==> src/rtl/password_pkg.sv <==
// Shared types and default sizes for the password store/checker.
package password_pkg;

    localparam int DATA_W_DEF = 16;
    localparam int ADDR_W_DEF = 4;

    typedef enum logic [2:0] {
        IDLE   = 3'd0,
        READ   = 3'd1,
        CMP    = 3'd2,
        RESULT = 3'd3,
        LOCK   = 3'd4
    } state_t;

endpackage

==> src/rtl/password_ram.sv <==
// Single-clock password memory with read-first behaviour and one-cycle read latency.
// The read data register only updates on a read strobe, so it holds steady for later stages.
module password_ram
    import password_pkg::*;
#(
    parameter int DATA_W = DATA_W_DEF,
    parameter int ADDR_W = ADDR_W_DEF
) (
    input  logic              clk,
    input  logic              i_wrEn,
    input  logic [ADDR_W-1:0] i_wrAddr,
    input  logic [DATA_W-1:0] i_wrData,
    input  logic              i_rdEn,
    input  logic [ADDR_W-1:0] i_rdAddr,
    output logic [DATA_W-1:0] o_rdData
);

    localparam int DEPTH = 2 ** ADDR_W;

    logic [DATA_W-1:0] r_mem [DEPTH];

    // Write and read in one block; both use non-blocking updates, so a same-address read sees the old word.
    always_ff @(posedge clk) begin
        if (i_wrEn) begin
            r_mem[i_wrAddr] <= i_wrData;
        end
        if (i_rdEn) begin
            o_rdData <= r_mem[i_rdAddr];
        end
    end

endmodule

==> src/rtl/password_check.sv <==
// Password checker: valid bits, check FSM, consecutive-failure counter and timed lockout.
// The stored words live in password_ram; an entry only matches once it has been provisioned.
module password_check
    import password_pkg::*;
#(
    parameter int DATA_W      = DATA_W_DEF,
    parameter int ADDR_W      = ADDR_W_DEF,
    parameter int MAX_TRIES   = 3,
    parameter int LOCK_CYCLES = 1024
) (
    input  logic                             clk,
    input  logic                             rst,
    input  logic                             wren,
    input  logic [ADDR_W-1:0]                wr_addr,
    input  logic [DATA_W-1:0]                wr_data,
    input  logic                             chk_valid,
    output logic                             chk_ready,
    input  logic [ADDR_W-1:0]                chk_addr,
    input  logic [DATA_W-1:0]                chk_data,
    output logic                             res_valid,
    output logic                             res_match,
    output logic                             locked,
    output logic [$clog2(MAX_TRIES+1)-1:0]   fail_count
);

    localparam int DEPTH  = 2 ** ADDR_W;
    localparam int FAIL_W = $clog2(MAX_TRIES + 1);
    localparam int LOCK_W = (LOCK_CYCLES > 1) ? $clog2(LOCK_CYCLES) : 1;
    localparam logic [FAIL_W-1:0] FAIL_MAX  = FAIL_W'(MAX_TRIES);
    localparam logic [LOCK_W-1:0] LOCK_LOAD = LOCK_W'(LOCK_CYCLES - 1);

    state_t              r_state;
    state_t              w_nextState;
    logic [DEPTH-1:0]    r_valid;
    logic [ADDR_W-1:0]   r_addr;
    logic [DATA_W-1:0]   r_data;
    logic [DATA_W-1:0]   w_ramQ;
    logic [FAIL_W-1:0]   r_failCount;
    logic [LOCK_W-1:0]   r_lockCount;
    logic                r_resValid;
    logic                r_resMatch;
    logic                w_accept;
    logic                w_match;
    logic                w_lockDone;

    assign w_accept   = chk_valid && (r_state == IDLE);
    assign w_match    = (w_ramQ == r_data) && r_valid[r_addr];
    assign w_lockDone = (r_state == LOCK) && (r_lockCount == '0);

    assign res_valid  = r_resValid;
    assign res_match  = r_resMatch;
    assign fail_count = r_failCount;

    // The read is launched on the acceptance edge itself so a same-cycle write cannot leak into this check.
    password_ram #(
        .DATA_W (DATA_W),
        .ADDR_W (ADDR_W)
    ) u_ram (
        .clk      (clk),
        .i_wrEn   (wren),
        .i_wrAddr (wr_addr),
        .i_wrData (wr_data),
        .i_rdEn   (w_accept),
        .i_rdAddr (chk_addr),
        .o_rdData (w_ramQ)
    );

    // FSM state register.
    always_ff @(posedge clk) begin
        if (rst) begin
            r_state <= IDLE;
        end else begin
            r_state <= w_nextState;
        end
    end

    // Next-state decode plus the state-derived handshake and lock outputs.
    always_comb begin
        w_nextState = r_state;
        chk_ready   = 1'b0;
        locked      = 1'b0;
        case (r_state)
            IDLE: begin
                chk_ready = 1'b1;
                if (chk_valid) begin
                    w_nextState = READ;
                end
            end
            READ:   w_nextState = CMP;
            CMP:    w_nextState = RESULT;
            RESULT: w_nextState = (r_failCount == FAIL_MAX) ? LOCK : IDLE;
            LOCK: begin
                locked = 1'b1;
                if (r_lockCount == '0) begin
                    w_nextState = IDLE;
                end
            end
            default: w_nextState = IDLE;
        endcase
    end

    // Provisioning marks entries valid; only reset clears them, the RAM words themselves are kept.
    always_ff @(posedge clk) begin
        if (rst) begin
            r_valid <= '0;
        end else if (wren) begin
            r_valid[wr_addr] <= 1'b1;
        end
    end

    // Capture the request on acceptance so the comparison is immune to later input changes.
    always_ff @(posedge clk) begin
        if (rst) begin
            r_addr <= '0;
            r_data <= '0;
        end else if (w_accept) begin
            r_addr <= chk_addr;
            r_data <= chk_data;
        end
    end

    // Result strobe: registered out of CMP so it is high for exactly the RESULT cycle.
    always_ff @(posedge clk) begin
        if (rst) begin
            r_resValid <= 1'b0;
            r_resMatch <= 1'b0;
        end else begin
            r_resValid <= (r_state == CMP);
            r_resMatch <= (r_state == CMP) && w_match;
        end
    end

    // Consecutive-failure counter: clears on a match or at lockout expiry, saturates at MAX_TRIES.
    always_ff @(posedge clk) begin
        if (rst) begin
            r_failCount <= '0;
        end else if (r_state == CMP) begin
            if (w_match) begin
                r_failCount <= '0;
            end else if (r_failCount != FAIL_MAX) begin
                r_failCount <= r_failCount + FAIL_W'(1);
            end
        end else if (w_lockDone) begin
            r_failCount <= '0;
        end
    end

    // Lockout down-counter: loaded on entry to LOCK so the lock lasts LOCK_CYCLES cycles.
    always_ff @(posedge clk) begin
        if (rst) begin
            r_lockCount <= '0;
        end else if ((r_state == RESULT) && (w_nextState == LOCK)) begin
            r_lockCount <= LOCK_LOAD;
        end else if ((r_state == LOCK) && (r_lockCount != '0)) begin
            r_lockCount <= r_lockCount - LOCK_W'(1);
        end
    end

endmodule

==> config.mk <==
export PLATFORM = sky130hd
export DESIGN_NAME = password_check
export DESIGN_NICKNAME = d
export VERILOG_FILES = /design/src/rtl/password_pkg.sv /design/src/rtl/password_ram.sv /design/src/rtl/password_check.sv
export SDC_FILE = /design/constraint.sdc
export NUM_CORES = 1
export LEC_CHECK = 0
export CAP_MARGIN = 15
export CORE_ASPECT_RATIO = 0.7
export CORE_MARGIN = 1
export CORE_UTILIZATION = 48
export DETAILED_ROUTE_END_ITERATION = 16
export GPL_TIMING_DRIVEN = 0
export PLACE_DENSITY = 0.74
export SETUP_SLACK_MARGIN = 0.5
export SKIP_CTS_REPAIR_TIMING = 1
export SKIP_LAST_GASP = 1
export SLEW_MARGIN = 20
export SYNTH_ARGS = -nofsm -noshare
export SYNTH_HDL_FRONTEND = slang
export SYNTH_SLANG_ARGS = --single-unit
==> constraint.sdc <==
create_clock -name clk -period 6.63 [get_ports clk]
set_clock_uncertainty 0.15 [all_clocks]
set_input_delay 1.326 -clock clk [delete_from_list [all_inputs] [get_ports clk]]
set_output_delay 1.326 -clock clk [all_outputs]
set_load 0.02 [all_outputs]
==> reports/metrics.csv, run 1 <==
stage,metric,value,unit
status,status,finished clean,
synth,largest family of logic cells by synthesized area,multiplexers,
synth,Syn Area/Cell,19.45,µm²
clock_network,Max Root-Sink Buffers,3,
synth,syn nets,696,
placed_design,placed wire-length estimate,17.23,mm
clock_network,Clock Latency Late Sink,570,ps
placed_design,Inst Count DP,1033,
floorplanning,Top Ports,50,
sta,fmax,274.9,MHz
routing,DR iter-0 viols,586,
sta,final hold violation count,0,
global_routing,vias in the first global route,6571,
layout,fin cells,1086,
global_routing,GRT Util Overall,21.03,%
layout,FF+latch area,0.009229,mm²
pwr,Leak,4.796,nW
global_routing,first-pass GRT wire length,40.77,mm
sta,post-route minimum period,3638,ps
pwr,worst vdd ir,0.0002079,V
sta,setup tns final,0,ps
synth,Mapped Cells,650,
pwr,total power,4.248,mW
layout,final instance area,0.01463,mm²
synth,top-area cell type share of the netlist area,64.60,%
synth,Post-synth ARST share,0,%
setup_path,CP Class,flop to output port,
placed_design,routability congestion estimate,0.8567,
placed_design,area post-placement,0.01368,mm²
synth,Synth Area in Simple Gates,5.215,%
routing,post-DR wirelength/cell,25.13,µm
global_routing,GR Overflow Total,0,
sta,Worst Tran Pin Value,830.7,ps
floorplanning,DIE HEIGHT,137.8,µm
synth,Synth area leader,edfxtp_1,
sta,Slew Limit Fails,0,
layout,Final #Nets,779,
routing,Initial DRT Pass Iterations,4,
layout,"commonest non-fill, non-tap cell in the layout",edfxtp_1,
layout,Syn-to-layout area delta,15.70,%
floorplanning,standard-cell rows,49,
synth,Synth Warn #,0,
floorplanning,Die W,196.0,µm
setup_path,startpoint types,flop,
routing,vias after detailed routing,6393,
sta,Final Cycle Share,54.87,%
flow_run,maxcap violations,0,
synth,Mapped Area,0.01264,mm²
synth,XOR/XNOR Fraction of Synth Area,1.524,%
pwr,PD cells,290.4,mW/mm²
layout,FILL cells,1858,
global_routing,largest net degree at the start of global routing,26,
global_routing,initial antenna violation count,2,
floorplanning,core area,0.02575,mm²
clock_network,root buf cell,clkbuf_16,
routing,drt via density,5.887,
clock_network,total CTS buffers,29,
synth,"Seq/Total Area, Yosys",72.99,%
setup_path,CP Capture Type,output port,
synth,Adder-Cell Fraction of Synth Area,0.1979,%
sta,final setup fails,0,
worst_hold_path,Hold Path Class,flop to flop,
floorplanning,Die Footprint,0.02700,mm²
synth,number of synthesized flops with an enable pin,272,
placed_design,port bufs,44,
layout,Diodes inserted,0,
routing,drt total wl,27.29,mm
synth,mux contribution to synthesized area,15.98,%
sta,unrepaired setup endpoints after global routing,false,
setup_path,CP required,5150,ps
synth,Synth Area in Compound Gates,1.890,%
layout,share of cells above drive strength 1,19.47,%
layout,"commonest cells after routing, fill and taps aside","edfxtp_1, mux4_2, dfxtp_1, nand2_1, clkdlybuf4s50_1",
synth,#FFs+latches synth,325,
routing,Final ANT Viol Nets,0,
clock_network,CTS tree,built,
synth,Yosys cell types,42,
setup_path,CP max FO,8,
routing,DRC,0,
floorplanning,Initial Util,49.10,%
synth,Synth area leaders,"edfxtp_1, mux4_2, dfxtp_1",
sta,Hold WS,324.6,ps
synth,top_reg_cell synth,edfxtp_1,
clock_network,clock transition at the registers of the reported paths,70,ps
setup_path,Crit path arrival time,2160,ps
clock_network,# clock sinks,325,
layout,Multi-input gate area,0.003247,mm²
sta,Max-slew headroom,44.62,%
clock_network,H-tree depth,1,
-- routing by layer --
| metal | track usage (%) | vias to the layer above | part of all wire (%) |
|---|---|---|---|
| li1 | - | 2780 | - |
| met1 | 28.87 | 3285 | 43 |
| met2 | 34.18 | 282 | 47 |
| met3 | 5.190 | 46 | 8.1 |
| met4 | 5.078 | 0 | 1.9 |
| met5 | 0 | - | 0 |
-- cell usage after synthesis (2+ instances only) --
| master | n |
|---|---|
| a31oi_1 | 3 |
| clkbuf_1 | 12 |
| nand3b_1 | 2 |
| a211oi_1 | 3 |
| mux4_2 | 55 |
| or3b_2 | 2 |
| ha_1 | 2 |
| nand3_1 | 5 |
| buf_6 | 6 |
| mux2i_1 | 2 |
| nand4b_1 | 2 |
| xor2_1 | 21 |
| clkbuf_8 | 8 |
| nor2_1 | 52 |
| inv_1 | 4 |
| nor4_1 | 5 |
| edfxtp_1 | 272 |
| dfxtp_1 | 53 |
| nand2_1 | 49 |
| and2_1 | 3 |
| a21oi_1 | 28 |
| buf_2 | 2 |
| nand2b_1 | 2 |
| nor3_1 | 10 |
| buf_8 | 2 |
| mux4_1 | 29 |
-- path summary, 6_finish.rpt --
path,startpoint,to,slack [ps],cells past startpoint
max,r_state[1]$_SDFF_PP0_,locked,2990,4
min reg2reg,r_data[12]$_SDFFE_PP0P_,r_data[12]$_SDFFE_PP0P_,320,2
max reg2reg,r_state[1]$_SDFF_PP0_,u_ram.o_rdData[0]$_DFFE_PP_,4560,5
min,r_data[12]$_SDFFE_PP0P_,r_data[12]$_SDFFE_PP0P_,320,2
-- critical path, stage by stage (launching register included) --
cell and delay (ps):
dfxtp_1 300, buf_2 150, or3b_4 410, inv_1 130, clkdlybuf4s50_1 620
-- flip-flops by register name (all words and copies together), names as in the netlist --
name	cells
res_valid	1
r_lockCount	10
fail_count	2
r_addr	4
r_valid	16
u_ram.o_rdData	16
r_state	3
res_match	1
r_data	16
u_ram.r_mem	256
-- metrics by stage --
step           setup slack (ps)  util [%]
2_1_floorplan              3047         -
3_3_place_gp               1211     52.42
3_5_place_dp               2880     53.14
4_1_cts                    2983     56.81
5_1_grt                    2922     56.81
6_report                   2992     56.81
-- power breakdown --
group          leakage, nW  switching [mW]  internal [mW]
Combinational         1.44           0.145          0.120
Sequential            2.90          0.0234           2.27
Clock                0.460           0.727          0.959
-- layout make-up --
type                            instances  share of cell area, %
Timing Repair Buffer                   52                  3.524
Clock buffer                           34                  5.089
Sequential cell                       325                  63.09
Tap cell                              331                  2.831
Inverter                                4                 0.1026
Multi-Input combinational cell        291                  22.19
Clock inverter                         19                  1.368
Buffer                                 30                  1.805
-- cell families (layout without fill, tap and decap cells) --
group           count (synthesis)  after routing
flops                         325            325
simple gates                  141            141
mux                            86             86
compound gates                 40             40
buf+inv                        34            139
xor+xnor                       22             22
fa+ha+maj                       2              2
(Power assumes the default switching activity.)
==> run 2, diff against run 1 <==
Settings changed: PLACE_DENSITY 0.74 to 0.77.
Clock period 6.63 ns to 3.17 ns, I/O delays scaled along.
==> run 2 against run 1 <==
  * Final cell count fell by 0.28%
  * Die area did not move
  * Largest cell class unchanged
  * Via count rose by 0.63%
  * Global-route usage shrank 0.65 points
  * Sequential share of layout area up 0.27 points
  * Register-to-register slack got worse by 3400 ps
==> reports/metrics.csv, run 2 (synthesis results as in run 1) <==
stage,metric,value,unit
routing,drt via density,5.940,
sta,setup tns final,0,ps
clock_network,CTS tree,built,
pwr,power share of the sequential group,55.9,%
setup_path,worst setup path endpoint,locked,
clock_network,Clock Latency Late Sink,540,ps
placed_design,pre-CTS setup slack,252.2,ps
clock_network,# clock sinks,325,
sta,post-route setup slack,618.6,ps
global_routing,GR Overflow Total,0,
pwr,Int Power,6.794,mW
floorplanning,Initial Util,49.10,%
pwr,PD cells,589.3,mW/mm²
setup_path,"delay-heaviest family, CP",simple AND/OR/NAND/NOR gates,
global_routing,GRT Util Overall,20.38,%
setup_path,Crit Reg-Reg Endpoint,fail_count[0]$_SDFFE_PP0P_,
sta,unrepaired setup endpoints after global routing,false,
clock_network,root buf cell,clkbuf_16,
setup_path,Crit path arrival time,1770,ps
sta,Hold WS,321.3,ps
clock_network,H-tree depth,1,
layout,Syn-to-layout area delta,15.22,%
sta,Worst Tran Pin Value,866.6,ps
setup_path,startpoint types,flop,
layout,fin cells,1083,
setup_path,CP max stage delay,430,ps
pwr,Leak,4.791,nW
worst_hold_path,hold_sp,r_valid[1]$_SDFFE_PP0P_,
routing,Initial DRT Pass Iterations,5,
global_routing,vias in the first global route,6665,
layout,Final Util,56.57,%
floorplanning,Die W,196.0,µm
routing,post-DR wirelength/cell,24.52,µm
sta,Max-slew headroom,42.22,%
global_routing,first-pass GRT wire length,39.94,mm
global_routing,largest net degree at the start of global routing,26,
global_routing,initial antenna violation count,1,
setup_path,crit path max-delay cell type,or3b_4,
layout,Final #Nets,780,
floorplanning,Top Ports,50,
pwr,worst vdd ir,0.0004082,V
sta,post-route minimum period,2551,ps
sta,fmax,391.9,MHz
layout,"commonest cells after routing, fill and taps aside","edfxtp_1, mux4_2, dfxtp_1, nand2_1, clkdlybuf4s50_1",
routing,drt total wl,26.55,mm
pwr,Combinational Power Share,6.5,%
setup_path,CP Capture Type,output port,
setup_path,CP Class,flop to output port,
pwr,sw power,1.791,mW
floorplanning,core area,0.02575,mm²
setup_path,"Buf+Inv Stages, Crit Path",2,
setup_path,CP max FO,7,
layout,share of cells above drive strength 1,19.15,%
placed_design,port bufs,44,
flow_run,maxcap violations,0,
sta,final setup fails,0,
sta,Final Cycle Share,80.49,%
sta,final hold violation count,0,
worst_hold_path,Hold Path Class,flop to flop,
setup_path,CP required,2390,ps
floorplanning,standard-cell rows,49,
setup_path,Worst R2R Path Depth,5,
setup_path,crit-path cells,or3b_4 -> inv_1 -> dlymetal6s2s_1,
setup_path,crit path from,r_state[2]$_SDFF_PP0_,
routing,DR iter-0 viols,516,
setup_path,Crit. path cell count,3,
routing,DRC,0,
layout,max reg flops,256,
setup_path,r2r startpoint,u_ram.o_rdData[7]$_DFFE_PP_,
pwr,Clk pwr share,37.5,%
routing,vias after detailed routing,6433,
status,status,finished clean,
placed_design,routability congestion estimate,0.8473,
pwr,sw frac,20.86,%
layout,Diodes inserted,0,
clock_network,clock transition at the registers of the reported paths,60,ps
clock_network,total CTS buffers,29,
placed_design,placed wire-length estimate,17.05,mm
sta,Slew Limit Fails,0,
setup_path,Worst R2R Setup Slack,1110,ps
placed_design,Inst Count DP,1034,
clock_network,Max Root-Sink Buffers,3,
layout,most flop-heavy register,u_ram.r_mem,
floorplanning,Die Footprint,0.02700,mm²
layout,"commonest non-fill, non-tap cell in the layout",edfxtp_1,
routing,Final ANT Viol Nets,0,
floorplanning,DIE HEIGHT,137.8,µm
-- run 2: how the worst min path moves through the flow --
stage / cells after the start / endpoint / slack, ps
after floorplan: 2 / r_valid[12]$_SDFFE_PP0P_ / 280
after global placement: 2 / r_valid[4]$_SDFFE_PP0P_ / 300
after detailed placement: 2 / r_valid[9]$_SDFFE_PP0P_ / 310
after CTS: 2 / res_valid$_SDFF_PP0_ / 310
after global routing: 2 / res_valid$_SDFF_PP0_ / 350
final: 2 / r_valid[1]$_SDFFE_PP0P_ / 320
-- run 2: area by class of cell --
class / count / area (µm²)
Buffer: 30 / 264.0
Clock buffer: 41 / 822.0
Clock inverter: 8 / 37.54
Fill cell: 1859 / 11180
Inverter: 4 / 15.01
Multi-Input combinational cell: 291 / 3243
Sequential cell: 325 / 9229
Tap cell: 331 / 414.1
Timing Repair Buffer: 53 / 543.0
-- run 2: worst reg2reg max path: stages, from the launching register on --
cell	delay (ps)
edfxtp_1	390
xor2_1	170
nor4_1	340
nand4_1	190
a211oi_1	520
a31oi_1	170
-- run 2: through the flow --
step	area, µm²	total power, mW
after global placement	13500	5.408
after detailed placement	13700	5.451
final	14570	8.585
after floorplan	12650	5.202
after CTS	14560	8.629
after global routing	14570	8.831
-- run 2: power by group through the flow --
stage	combinational [mW]	sequential, mW	clock, mW
2_1_floorplan	0.321	4.88	0
3_3_place_gp	0.521	4.89	0
3_5_place_dp	0.557	4.89	0
4_1_cts	0.560	4.80	3.26
5_1_grt	0.597	4.81	3.42
6_report	0.559	4.80	3.22
-- run 2: layer usage --
metal / routed length (µm) / part of all wire (%) / GRT usage, % / vias up
li1: - / - / - / 2778
met2: 12620 / 48 / 33.81 / 293
met4: 580 / 2.2 / 5.382 / 0
met3: 2173 / 8.2 / 3.966 / 45
met5: 0 / 0 / 0 / -
met1: 11180 / 42 / 27.97 / 3317
